===== config.mk =====
export PLATFORM = sky130hd
export DESIGN_NAME = uart_command_parser
export DESIGN_NICKNAME = d
export VERILOG_FILES = /design/src/rtl/uart_cmd_pkg.sv /design/src/rtl/cmd_tx_serializer.sv /design/src/rtl/uart_command_parser.sv
export SDC_FILE = /design/constraint.sdc
export NUM_CORES = 1
export LEC_CHECK = 0
export ABC_AREA = 1
export CORE_MARGIN = 2
export CORE_UTILIZATION = 47
export DETAILED_ROUTE_END_ITERATION = 6
export PLACE_DENSITY = 0.69
export SLEW_MARGIN = 20
export SYNTH_ARGS = -nofsm -noshare
export SYNTH_HDL_FRONTEND = slang
export SYNTH_HIERARCHICAL = 1
export SYNTH_SLANG_ARGS = --single-unit
export TNS_END_PERCENT = 1

===== constraint.sdc =====
create_clock -name clk -period 2.9 [get_ports clk]
set_input_delay 0.29 -clock clk [delete_from_list [all_inputs] [get_ports clk]]
set_output_delay 0.29 -clock clk [all_outputs]
set_load 0.01 [all_outputs]

===== src/rtl/uart_cmd_pkg.sv =====
// Shared definitions for the UART command parser slice: command opcodes,
// response bytes and the parser state encoding.
package uart_cmd_pkg;

  localparam logic [7:0] OP_WRITE = 8'h57;  // 'W'
  localparam logic [7:0] OP_READ  = 8'h52;  // 'R'
  localparam logic [7:0] OP_GCD   = 8'h47;  // 'G'

  localparam logic [7:0] RSP_ACK  = 8'h4B;  // 'K'
  localparam logic [7:0] RSP_DONE = 8'h44;  // 'D'
  localparam logic [7:0] RSP_ERR  = 8'h45;  // 'E'

  typedef enum logic [3:0] {
    ST_IDLE,
    ST_GET_ADDR,
    ST_GET_DATA,
    ST_DO_WRITE,
    ST_DO_READ,
    ST_READ_WAIT,
    ST_SEND_DATA,
    ST_START_GCD,
    ST_WAIT_GCD,
    ST_SEND_RESP
  } parserState_t;

endpackage


===== src/rtl/cmd_tx_serializer.sv =====
// Response serializer: loads either a full DATA_W word or a single byte and
// presents it MSB-first on a valid/ready byte stream.
// Ports:
//   clk, reset     - clock, asynchronous active-low reset
//   loadWord       - load wordIn, DATA_BYTES bytes to send
//   loadByte       - load byteIn, one byte to send
//   txData/txValid - byte stream towards the UART transmitter
//   txReady        - transmitter accepts when txValid & txReady
//   lastSent       - high in the cycle the final byte is handshaken
module cmd_tx_serializer #(
  parameter int DATA_BYTES = 4
) (
  input  logic                    clk,
  input  logic                    reset,
  input  logic                    loadWord,
  input  logic                    loadByte,
  input  logic [8*DATA_BYTES-1:0] wordIn,
  input  logic [7:0]              byteIn,
  output logic [7:0]              txData,
  output logic                    txValid,
  input  logic                    txReady,
  output logic                    lastSent
);

  localparam int DATA_W = 8 * DATA_BYTES;
  localparam int CNT_W  = $clog2(DATA_BYTES + 1);

  logic [DATA_W-1:0] shiftReg;
  logic [CNT_W-1:0]  bytesLeft;
  logic              validReg;

  always_ff @(posedge clk or negedge reset) begin
    if (!reset) begin
      shiftReg  <= '0;
      bytesLeft <= '0;
      validReg  <= 1'b0;
    end else if (loadWord) begin
      shiftReg  <= wordIn;
      bytesLeft <= CNT_W'(DATA_BYTES);
      validReg  <= 1'b1;
    end else if (loadByte) begin
      // Single byte sits in the top lane so the same MSB tap serves both loads.
      shiftReg  <= DATA_W'(byteIn) << (DATA_W - 8);
      bytesLeft <= CNT_W'(1);
      validReg  <= 1'b1;
    end else if (validReg && txReady) begin
      shiftReg  <= shiftReg << 8;
      bytesLeft <= bytesLeft - CNT_W'(1);
      validReg  <= (bytesLeft != CNT_W'(1));
    end
  end

  assign txData   = shiftReg[DATA_W-1 -: 8];
  assign txValid  = validReg;
  assign lastSent = validReg && txReady && (bytesLeft == CNT_W'(1));

endmodule


===== src/rtl/uart_command_parser.sv =====
// Byte-level command interpreter between the UART and the register file /
// GCD engine. Decodes 'W' addr d0..dN (write), 'R' addr (read) and 'G'
// (GCD start); answers with 'K', data bytes, 'D' or 'E'.
// Ports:
//   clk, reset                    - clock, asynchronous active-low reset
//   rx_data/rx_valid/rx_ready     - received byte stream
//   tx_data/tx_valid/tx_ready     - response byte stream
//   reg_addr, reg_wr_en, reg_wr_data, reg_rd_en, reg_rd_data
//                                 - register file port (read data 1 cycle late)
//   gcd_start, gcd_done           - GCD engine one-cycle handshake
//   busy                          - high whenever a command is in progress
module uart_command_parser
  import uart_cmd_pkg::*;
#(
  parameter int DATA_BYTES     = 4,
  parameter int ADDR_W         = 8,
  parameter int TIMEOUT_CYCLES = 12000000
) (
  input  logic                    clk,
  input  logic                    reset,
  input  logic [7:0]              rx_data,
  input  logic                    rx_valid,
  output logic                    rx_ready,
  output logic [7:0]              tx_data,
  output logic                    tx_valid,
  input  logic                    tx_ready,
  output logic [ADDR_W-1:0]       reg_addr,
  output logic                    reg_wr_en,
  output logic [8*DATA_BYTES-1:0] reg_wr_data,
  output logic                    reg_rd_en,
  input  logic [8*DATA_BYTES-1:0] reg_rd_data,
  output logic                    gcd_start,
  input  logic                    gcd_done,
  output logic                    busy
);

  localparam int DATA_W = 8 * DATA_BYTES;
  localparam int BC_W   = (DATA_BYTES > 1) ? $clog2(DATA_BYTES) : 1;
  localparam int TO_W   = $clog2(TIMEOUT_CYCLES);

  parserState_t      state, nextState;
  logic [ADDR_W-1:0] addrReg;
  logic [DATA_W-1:0] dataReg;
  logic              isWrite;
  logic [BC_W-1:0]   byteCnt;
  logic [TO_W-1:0]   idleCnt;
  logic              rxAccept, timedOut, lastByte;
  logic              loadWord, loadByte, lastSent;
  logic [7:0]        respByte;

  assign rxAccept = rx_valid && rx_ready;
  assign timedOut = (idleCnt == TO_W'(TIMEOUT_CYCLES - 1));
  assign lastByte = (byteCnt == BC_W'(DATA_BYTES - 1));

  always_comb begin
    nextState = state;
    rx_ready  = 1'b0;
    reg_wr_en = 1'b0;
    reg_rd_en = 1'b0;
    gcd_start = 1'b0;
    loadWord  = 1'b0;
    loadByte  = 1'b0;
    respByte  = RSP_ERR;
    case (state)
      ST_IDLE: begin
        rx_ready = 1'b1;
        if (rx_valid) begin
          if (rx_data == OP_WRITE || rx_data == OP_READ) begin
            nextState = ST_GET_ADDR;
          end else if (rx_data == OP_GCD) begin
            nextState = ST_START_GCD;
          end else begin
            nextState = ST_SEND_RESP;
            loadByte  = 1'b1;
          end
        end
      end
      ST_GET_ADDR: begin
        rx_ready = 1'b1;
        if (rx_valid) begin
          nextState = isWrite ? ST_GET_DATA : ST_DO_READ;
        end else if (timedOut) begin
          nextState = ST_SEND_RESP;
          loadByte  = 1'b1;
        end
      end
      ST_GET_DATA: begin
        rx_ready = 1'b1;
        if (rx_valid) begin
          if (lastByte) nextState = ST_DO_WRITE;
        end else if (timedOut) begin
          nextState = ST_SEND_RESP;
          loadByte  = 1'b1;
        end
      end
      ST_DO_WRITE: begin
        reg_wr_en = 1'b1;
        nextState = ST_SEND_RESP;
        loadByte  = 1'b1;
        respByte  = RSP_ACK;
      end
      ST_DO_READ: begin
        reg_rd_en = 1'b1;
        nextState = ST_READ_WAIT;
      end
      ST_READ_WAIT: begin
        loadWord  = 1'b1;
        nextState = ST_SEND_DATA;
      end
      ST_SEND_DATA, ST_SEND_RESP: begin
        if (lastSent) nextState = ST_IDLE;
      end
      ST_START_GCD: begin
        gcd_start = 1'b1;
        nextState = ST_WAIT_GCD;
      end
      ST_WAIT_GCD: begin
        if (gcd_done) begin
          nextState = ST_SEND_RESP;
          loadByte  = 1'b1;
          respByte  = RSP_DONE;
        end
      end
      default: nextState = ST_IDLE;
    endcase
  end

  always_ff @(posedge clk or negedge reset) begin
    if (!reset) begin
      state   <= ST_IDLE;
      addrReg <= '0;
      dataReg <= '0;
      isWrite <= 1'b0;
      byteCnt <= '0;
      idleCnt <= '0;
    end else begin
      state <= nextState;
      if (rxAccept) begin
        case (state)
          ST_IDLE: isWrite <= (rx_data == OP_WRITE);
          ST_GET_ADDR: begin
            addrReg <= ADDR_W'(rx_data);
            dataReg <= '0;
            byteCnt <= '0;
          end
          ST_GET_DATA: begin
            dataReg <= (dataReg << 8) | DATA_W'(rx_data);
            byteCnt <= byteCnt + BC_W'(1);
          end
          default: ;
        endcase
      end
      // Entry into GET_ADDR/GET_DATA always follows an accepted byte, so
      // clearing on accept also covers the clear-on-entry case.
      if (rxAccept || (state != ST_GET_ADDR && state != ST_GET_DATA))
        idleCnt <= '0;
      else
        idleCnt <= idleCnt + TO_W'(1);
    end
  end

  cmd_tx_serializer #(
    .DATA_BYTES(DATA_BYTES)
  ) u_txSer (
    .clk      (clk),
    .reset    (reset),
    .loadWord (loadWord),
    .loadByte (loadByte),
    .wordIn   (reg_rd_data),
    .byteIn   (respByte),
    .txData   (tx_data),
    .txValid  (tx_valid),
    .txReady  (tx_ready),
    .lastSent (lastSent)
  );

  assign reg_addr    = addrReg;
  assign reg_wr_data = dataReg;
  assign busy        = (state != ST_IDLE);

endmodule


After elaboration in Yosys (flattened, before gate mapping)
Cells that the tools add are included.

storage, ports and cells
  bits in latches = 0
  ROM bits = 0
  input port bits = 45
  output and inout port bits = 54
  bits in writable memories = 0
  memories kept = 0
  register bits after elaboration = 107
  logic and storage cells = 89

operators by class
  shift-type cells = 0
  bitwise gates (word level) = 1
  multiplexer cells = 37
  reductions and logical operators = 17
  equality and inequality tests = 22
  add/sub/neg operators = 3
  divide/modulo/power cells = 0
  multiply operators = 0
  magnitude comparators = 0

operators by type and width
  operator               count
  $mux 32                3
  $pmux 32 s2            1
  $mux 4                 9
  $pmux 4 s9             1
  $or 32x8->32           1
  $add 24x1->24 const B  1
  $eq 24x24->1 const B   1
  $eq 8x7->1 const B     3
  $mux 24                1
  $eq 4x3->1 const B     4
  $mux 1                 15
  $mux 3                 4
  $eq 4x2->1 const B     2
  $eq 4x4->1 const B     2
  $pmux 4 s2             1
  $ne 2x2->1 const B     3
  $reduce_and 2->1       3
  $eq 4x1->1 const B     1
  $logic_and 1x1->1      4
  $logic_not 4->1        1
  $ne 4x1->1 const B     1
  $ne 4x2->1 const B     1
  $pmux 1 s4             1
  $pmux 2 s2             1
  other kinds (13)       15

Depth between registers and ports, before layout
Gate-level depths: netlist of run 1.

  depth after elaboration = 7
  mapped depth = 14
  mapped depth without buffers = 12

By module
The synthesis of run 1 kept the hierarchy.

by module, submodules not included
  module               area an instance (um^2)  cells each  seq. area each (um^2)  times used
  uart_command_parser  3,504.6                  427         1,776.7                1
  cmd_tx_serializer    1,944.4                  261         900.9                  1

Worst setup path before layout of run 1
No wires, ideal clock.

  path kind = register -> register
  start point = reg idleCnt[0]
  end point = reg u_txSer.shiftReg[29]
  clock period less this slack = 1,912 ps
  cell stages (with the launch flop) = 13
  setup slack = 988 ps
  data required time = 2,783 ps
  arrival = 1,796 ps
  path through = dfrtp_1 > ha_1 > nand3_4 > nor2_8 > nand3_2 > o2111ai_1 > buf_4 > inv_1 > buf_2 > nand2_1 > nand3_1 > nand3_2 > nand2_1

on the way
  longest elaborated chain between the ends = 6
  elaborated cells on any way between the ends = 7

RTL lines
  what                      line                                                  text
  start: declaration        uart_command_parser.sv:46                             logic [TO_W-1:0] idleCnt;
  start signal: assignment  uart_command_parser.sv:158                            idleCnt <= idleCnt + TO_W'(1);
  $eq 24x24->1 (*)          uart_command_parser.sv:52                             assign timedOut = (idleCnt == TO_W'(TIMEOUT_CYCLES - 1));
  $mux 1 (*)                uart_command_parser.sv:82, uart_command_parser.sv:91
  $mux 1 (*)                uart_command_parser.sv:89                             if (rx_valid) begin
  $pmux 1 s4 (*)            uart_command_parser.sv:64                             case (state)
  via loadByte              uart_command_parser.sv:48                             logic loadWord, loadByte, lastSent;
  $mux 32                   cmd_tx_serializer.sv:41                               end else if (loadByte) begin
  $mux 32                   cmd_tx_serializer.sv:37                               end else if (loadWord) begin
  end signal: assignment    cmd_tx_serializer.sv:38                               shiftReg <= wordIn;
  end signal: assignment    cmd_tx_serializer.sv:43                               shiftReg <= DATA_W'(byteIn) << (DATA_W - 8);
  end signal: assignment    cmd_tx_serializer.sv:47                               shiftReg <= shiftReg << 8;
  end: declaration          cmd_tx_serializer.sv:28                               logic [DATA_W-1:0] shiftReg;

The timed path passes the listed nets; every way through them passes the cells marked *.
A chain may end at the register's enable or synchronous reset.

Final worst setup path of run 1
  start point = reg state[0]
  end point = reg u_txSer.shiftReg[25]

on the way
  longest elaborated chain between the ends = 5
  elaborated cells on any way between the ends = 13

RTL lines
  what                                      line                        text
  start: declaration                        uart_command_parser.sv:41   parserState_t state, nextState;
  start signal: assignment                  uart_command_parser.sv:137  state <= nextState;
  $eq 4x2->1 or $eq 4x1->1 (tied branches)  uart_command_parser.sv:64
  $reduce_or 2->1 (no source line)          -
  $pmux 1 s4 (*)                            uart_command_parser.sv:64
  via loadByte                              uart_command_parser.sv:48
  $mux 32                                   cmd_tx_serializer.sv:41
  $mux 32                                   cmd_tx_serializer.sv:37

Marked as above.

==> results of run 1 <==
==> layout make-up <==
class / count / area [sq um]
Fill cell: 1009 / 4660
Inverter: 80 / 300
Clock inverter: 6 / 46.3
Multi-Input combinational cell: 473 / 2240
Clock buffer: 10 / 229
Sequential cell: 107 / 2680
Timing Repair Buffer: 104 / 1040
Tap cell: 143 / 179
==> flip-flops by register name, summed over array words and instances (netlist names) <==
signal             count
byteCnt                2
idleCnt               24
isWrite                1
reg_addr               8
reg_wr_data           32
state                  4
u_txSer/bytesLeft      3
u_txSer/shiftReg      32
u_txSer/txValid        1
==> through the flow <==
stage          setup slack [ns]  cells  utilization (%)
2_1_floorplan             0.988    690                -
3_3_place_gp              0.431    907             56.6
3_5_place_dp              0.368    907             56.6
4_1_cts                   0.643    923             59.0
5_1_grt                   0.411    923             59.0
6_report                  0.645    923             59.0
==> critical path, delay by kind of cell, from the launching register on <==
family | cells | cell delay (ns)
AOI/OAI and AO/OA | 1 | 0.09
buffers and inverters | 4 | 0.76
DFF | 1 | 0.41
and+or+nand+nor | 8 | 0.93
==> cell families (layout without fill, tap and decap cells) <==
| logic type | after synthesis | after routing | synth area share, % |
|---|---|---|---|
| AND/OR/NAND/NOR | 384 | 384 | 31.2 |
| XOR/XNOR | 8 | 8 | 1.29 |
| adder cells (fa/ha/maj) | 4 | 4 | 0.919 |
| AO/OA/AOI/OAI | 73 | 73 | 7.49 |
| other | 2 | 4 | 0.138 |
| buffers and inverters | 110 | 200 | 9.85 |
| flip-flops | 107 | 107 | 49.1 |
==> worst max path at each step <==
stage,from,to,slack [ns],cells past startpoint
2_1_floorplan,idleCnt[0],u_txSer/shiftReg[29],0.99,12
3_3_place_gp,rx_data[4],u_txSer/shiftReg[19],0.43,12
3_5_place_dp,rx_valid,u_txSer/shiftReg[30],0.37,10
4_1_cts,state[0],u_txSer/shiftReg[24],0.64,13
5_1_grt,state[0],u_txSer/shiftReg[24],0.41,13
6_report,state[0],u_txSer/shiftReg[25],0.65,13
==> power breakdown <==
part           switching [mW]  internal [mW]  total (mW)
registers               0.218           1.86        2.08
logic                    1.26          0.876        2.14
clock network           0.554          0.592        1.15
==> cell usage in the layout (no fill, tap or decap), types with 2 or more instances in the layout <==
cell type	synthesis	final
clkbuf_16	0	9
ha_1	4	4
nor3_1	6	6
clkdlybuf4s50_1	0	97
clkinv_2	0	2
nand2_1	249	249
buf_4	15	6
o21ai_1	3	3
nor3_2	2	2
or2_2	8	8
nand3_1	27	27
nand4_1	7	7
conb_1	2	4
nor3b_1	2	2
xor2_1	5	5
nor2_1	56	55
a21oi_1	12	12
o22ai_1	24	24
nand3_2	6	6
inv_2	11	11
o21ai_0	29	29
nand2_2	8	8
xnor2_1	3	3
nor2_8	2	2
inv_1	69	69
dfrtp_1	107	107
nand2_4	5	5
inv_6	0	2
nor2_2	3	4
==> per-layer routing <==
metal / part of all wire [%] / track usage (%) / up-vias
met3: 5.8 / 5.66 / 22
met2: 49 / 35.8 / 93
met1: 43 / 25.2 / 2157
met5: 0 / 0 / -
met4: 2.2 / 8.48 / 0
li1: - / - / 2312
==> impl_metrics.csv, run 1 <==
group,metric,value,unit
global_routing,grt_pass1_wl,21500,um
timing,finClkSkew,0.0113,ns
floorplan,io_pins,99,
logic_synthesis,yosys_most_used_dff,"dfrtp_1",
job,maxCapViolCount,0,
clock_tree,cts_resized,0,
global_routing,grt_pass1_vias,4796,
timing,finalCritPeriodShare,77.8,%
placement,placed_area,0.00644,sq mm
critical_path,rrSetupSlack,0.65,ns
global_routing,grt_overflow_total,0,
critical_path,crit_fanout,28,
timing,worst_pin_slew,0.708,ns
routing,routed_wl,12500,um
critical_path,timing.rr.start,"state[0]",
logic_synthesis,syn_area,0.00545,sq mm
critical_path,worst_ep_arrival_time,2.53,ns
timing,period_minus_slack,2.25,ns
critical_path,cp.required,3.18,ns
clock_tree,cts_buffer_depth,2,
clock_tree,cts_buffers,9,
routing,wl_per_cell,13.6,um
pwr,p_total,5.36,mW
logic_synthesis,yosysMostFrequentCell,"nand2_1",
clock_tree,worst_skew_pair.late_latency,0.35,ns
logic_synthesis,ys_seq_elements,107,
global_routing,grt_use_total,21.0,%
clock_tree,cts_root_buf,"clkbuf_16",
placement,io_buffers,98,
routing,drc_errors,0,
logic_synthesis,synth_area_per_cell,7.92,sq um
floorplan,fp.dieW,112,um
logic_synthesis,async_flop_share,100,%
layout,design_area,0.00671,sq mm
logic_synthesis,ys_top_cells_by_area,"dfrtp_1, nand2_1, inv_1",
timing,rsz0062_at_grt,"no",
clock_tree,cts_tree,"built",
pwr,p_leak,3.31,nW
clock_tree,hold_buffers,0,
pwr,power.density,799,mW/mm^2
critical_path,cp-start-kind,"register",
floorplan,start_util,47.9,%
routing,drtIter0Drc,276,
placement,globalplace.congestion,0.895,
pwr,ir_drop,0.414,mV
logic_synthesis,synth.top_cells.by_count,"nand2_1, dfrtp_1, inv_1",
clock_tree,cts.sinks,107,
routing,viasPerCell,4.97,
critical_path,slowest_stage,"dfrtp_1",
timing,whs,0.00251,ns
layout,drive_gt1_share,8.97,%
clock_tree,post_cts_buffers,0,
routing,first_pass_iters,5,
min_path,hold_path_class,"in2async",
timing,setup-tns-final,0,ns
logic_synthesis,yosysUniqueCellTypes,37,
timing,setup_viol,0,
critical_path,reg2reg_to,"u_txSer/shiftReg[25]",
critical_path,crit_chain,"inv_1 > nand2_1 > nor2_2 > inv_1 > nor2_1 > nand3_1 > o2111ai_1 > buf_4 > nor2_8 > nand2_4 > buf_4 > nand3_1 > nand2_1",
timing,hold_viol,0,
global_routing,grt_max_degree,57,
critical_path,end_kind,"register",
floorplan,fp.dieH,112,um
clock_tree,clk_pin_slew_worst_paths,0.07,ns
routing,antenna_left,0,
floorplan,fp.coreArea,0.0114,sq mm
timing,slew_viol_final,0,
logic_synthesis,synth-warning-count,6,
clock_tree,htreeDepth,3,
layout,diodes,0,
logic_synthesis,yosys.area.top_type_share,49.1,%
logic_synthesis,synthCells,688,
routing,vias,4584,
timing,slew_headroom,52.8,%
global_routing,grt_antenna_before_repair,0,
placement,dpl.hpwl,9230,um
layout,final_nets,824,
floorplan,num_rows,39,
logic_synthesis,synth_edf_count,0,
logic_synthesis,synth_area_leader_cell,"dfrtp_1",
critical_path,worstRegToRegCells,13,
critical_path,crit_type,"reg2reg",
critical_path,max_stage_delay,0.41,ns
logic_synthesis,ys_seq_area_share,49.1,%
timing,fmax,443,MHz
floorplan,die_area,0.0125,sq mm
layout,syn_to_final_growth,23.2,%
outcome,status,"finished clean",
Note: power is estimated with default switching activity, not from simulation.
==> run 2, diff against run 1 <==
Clock period 2.9 ns to 2.1 ns, I/O delays scaled along.
==> impl_metrics.csv, run 2 (same netlist as run 1, synthesis figures left out) <==
group,metric,value,unit
timing,fmax,497,MHz
floorplan,start_util,47.9,%
routing,wl_per_cell,14.1,um
critical_path,cp.required,1.89,ns
floorplan,fp.dieW,112,um
placement,dpl.hpwl,9890,um
layout,final_nets,853,
critical_path,worst_ep_arrival_time,1.80,ns
global_routing,grt_max_degree,39,
min_path,hold_path_class,"in2async",
routing,routed_wl,13400,um
critical_path,crit_chain,"inv_2 > nand2_1 > buf_4 > nor2_1 > clkdlybuf4s50_1",
clock_tree,htreeDepth,3,
routing,vias,4697,
critical_path,crit_fanout,4,
clock_tree,clk_pin_slew_worst_paths,0.07,ns
clock_tree,worst_skew_pair.late_latency,0.35,ns
routing,antenna_left,0,
routing,drc_errors,0,
global_routing,grt_antenna_before_repair,0,
floorplan,io_pins,99,
clock_tree,cts_buffers,9,
critical_path,crit_type,"reg2out",
timing,finalCritPeriodShare,95.9,%
clock_tree,cts.sinks,107,
timing,setup_ws,0.0867,ns
placement,globalplace.congestion,0.881,
critical_path,max_stage_delay,0.59,ns
layout,fin_cells,952,
timing,period_minus_slack,2.01,ns
pwr,ir_drop,0.641,mV
global_routing,grt_pass1_wl,22800,um
global_routing,grt_pass1_vias,4763,
routing,first_pass_iters,5,
routing,viasPerCell,4.93,
timing,setup_viol,0,
clock_tree,cts_root_buf,"clkbuf_16",
timing,whs,0.356,ns
placement,io_buffers,98,
timing,hold_viol,0,
layout,syn_to_final_growth,29.3,%
global_routing,grt_overflow_total,0,
timing,slew_viol_final,0,
placement,post-place-ws,-0.108,ns
timing,rsz0062_at_grt,"yes",
timing,slew_headroom,66.2,%
critical_path,cp-start-kind,"register",
pwr,p_leak,3.49,nW
placement,dpl.cell_count,930,
floorplan,die_area,0.0125,sq mm
routing,drtIter0Drc,433,
pwr,p_total,7.96,mW
floorplan,num_rows,39,
layout,final_common_cell,"nand2_1",
job,maxCapViolCount,0,
pwr,power.density,1130,mW/mm^2
timing,worst_pin_slew,0.506,ns
critical_path,slowest_stage,"clkdlybuf4s50_1",
clock_tree,cts_buffer_depth,2,
outcome,status,"finished clean",
layout,final_cell_mix,"nand2_1, dfrtp_1, clkdlybuf4s50_1",
critical_path,critPathBufInv,3,
timing,finClkSkew,0.00802,ns
global_routing,grt_use_total,22.5,%
clock_tree,cts_tree,"built",
layout,diodes,0,
floorplan,fp.dieH,112,um
critical_path,end_kind,"output port",
critical_path,cp_top_family,"buffers and inverters",
floorplan,fp.coreArea,0.0114,sq mm
layout,drive_gt1_share,13.6,%
timing,setup-tns-final,0,ns
[run 2: where the power goes]
group	total (mW)	switching [mW]	internal, mW
Clock	1.80	0.839	0.959
Sequential	2.88	0.314	2.57
Combinational	3.28	1.85	1.43
[run 2: final timing paths]
path | startpoint | end | slack (ns) | depth (start not counted)
max | state[1] | reg_rd_en | 0.09 | 5
min | reset | reg_addr[4] | 0.36 | 2
max reg2reg | idleCnt[16] | u_txSer/shiftReg[19] | 0.11 | 13
min reg2reg | u_txSer/shiftReg[1] | u_txSer/shiftReg[1] | 0.48 | 2
max in group asynchronous | reset | reg_addr[3] | 1.05 | 3
min in group clk | reg_rd_data[0] | u_txSer/shiftReg[0] | 0.39 | 3
[run 2: layer usage]
layer	GRT usage, %	vias to the layer above	wire (um)
met5	0	-	0
met4	7.82	0	202
met3	4.90	21	586
met2	35.2	101	6350
met1	31.1	2209	6290
li1	-	2366	-
[run 2: area by class of cell]
| type | count | area (sq um) |
|---|---|---|
| clock inverter | 7 | 93.8 |
| timing repair buffer | 132 | 1280 |
| clock buffer | 9 | 225 |
| multi-input combinational | 473 | 2280 |
| sequential | 107 | 2680 |
| inverter | 80 | 304 |
| fill | 1017 | 4330 |
| tap | 143 | 179 |
| timing repair inverter | 1 | 7.51 |
[run 2: worst register-to-register path, cell delays in order (launching register included)]
cell and delay [ns]:
dfrtp_1 0.43, nand2_2 0.10, inv_1 0.11, nand2_1 0.08, nor2_2 0.15, nand3_4 0.12, o2111ai_1 0.19, buf_4 0.21
nor2_8 0.05, buf_4 0.16, nand2_1 0.07, nand2_1 0.06, nand2_1 0.10, nand2_1 0.06
[run 2: repair_timing]
item / in CTS / in global routing
hold endpoints to repair: 33 / 0
resized for setup: 4 / 11
gates cloned: 1 / 0
endpoints found under the setup margin: 7 / 37
setup buffers: 0 / 4
hold buffers: 1 / 0
pin swaps: 0 / 3
[run 2: metrics by stage]
step,util [%],instance area [sq um]
6_report,61.9,7040
5_1_grt,61.9,7040
4_1_cts,61.4,6990
3_5_place_dp,58.4,6640
3_3_place_gp,58.4,6640
2_1_floorplan,-,5460
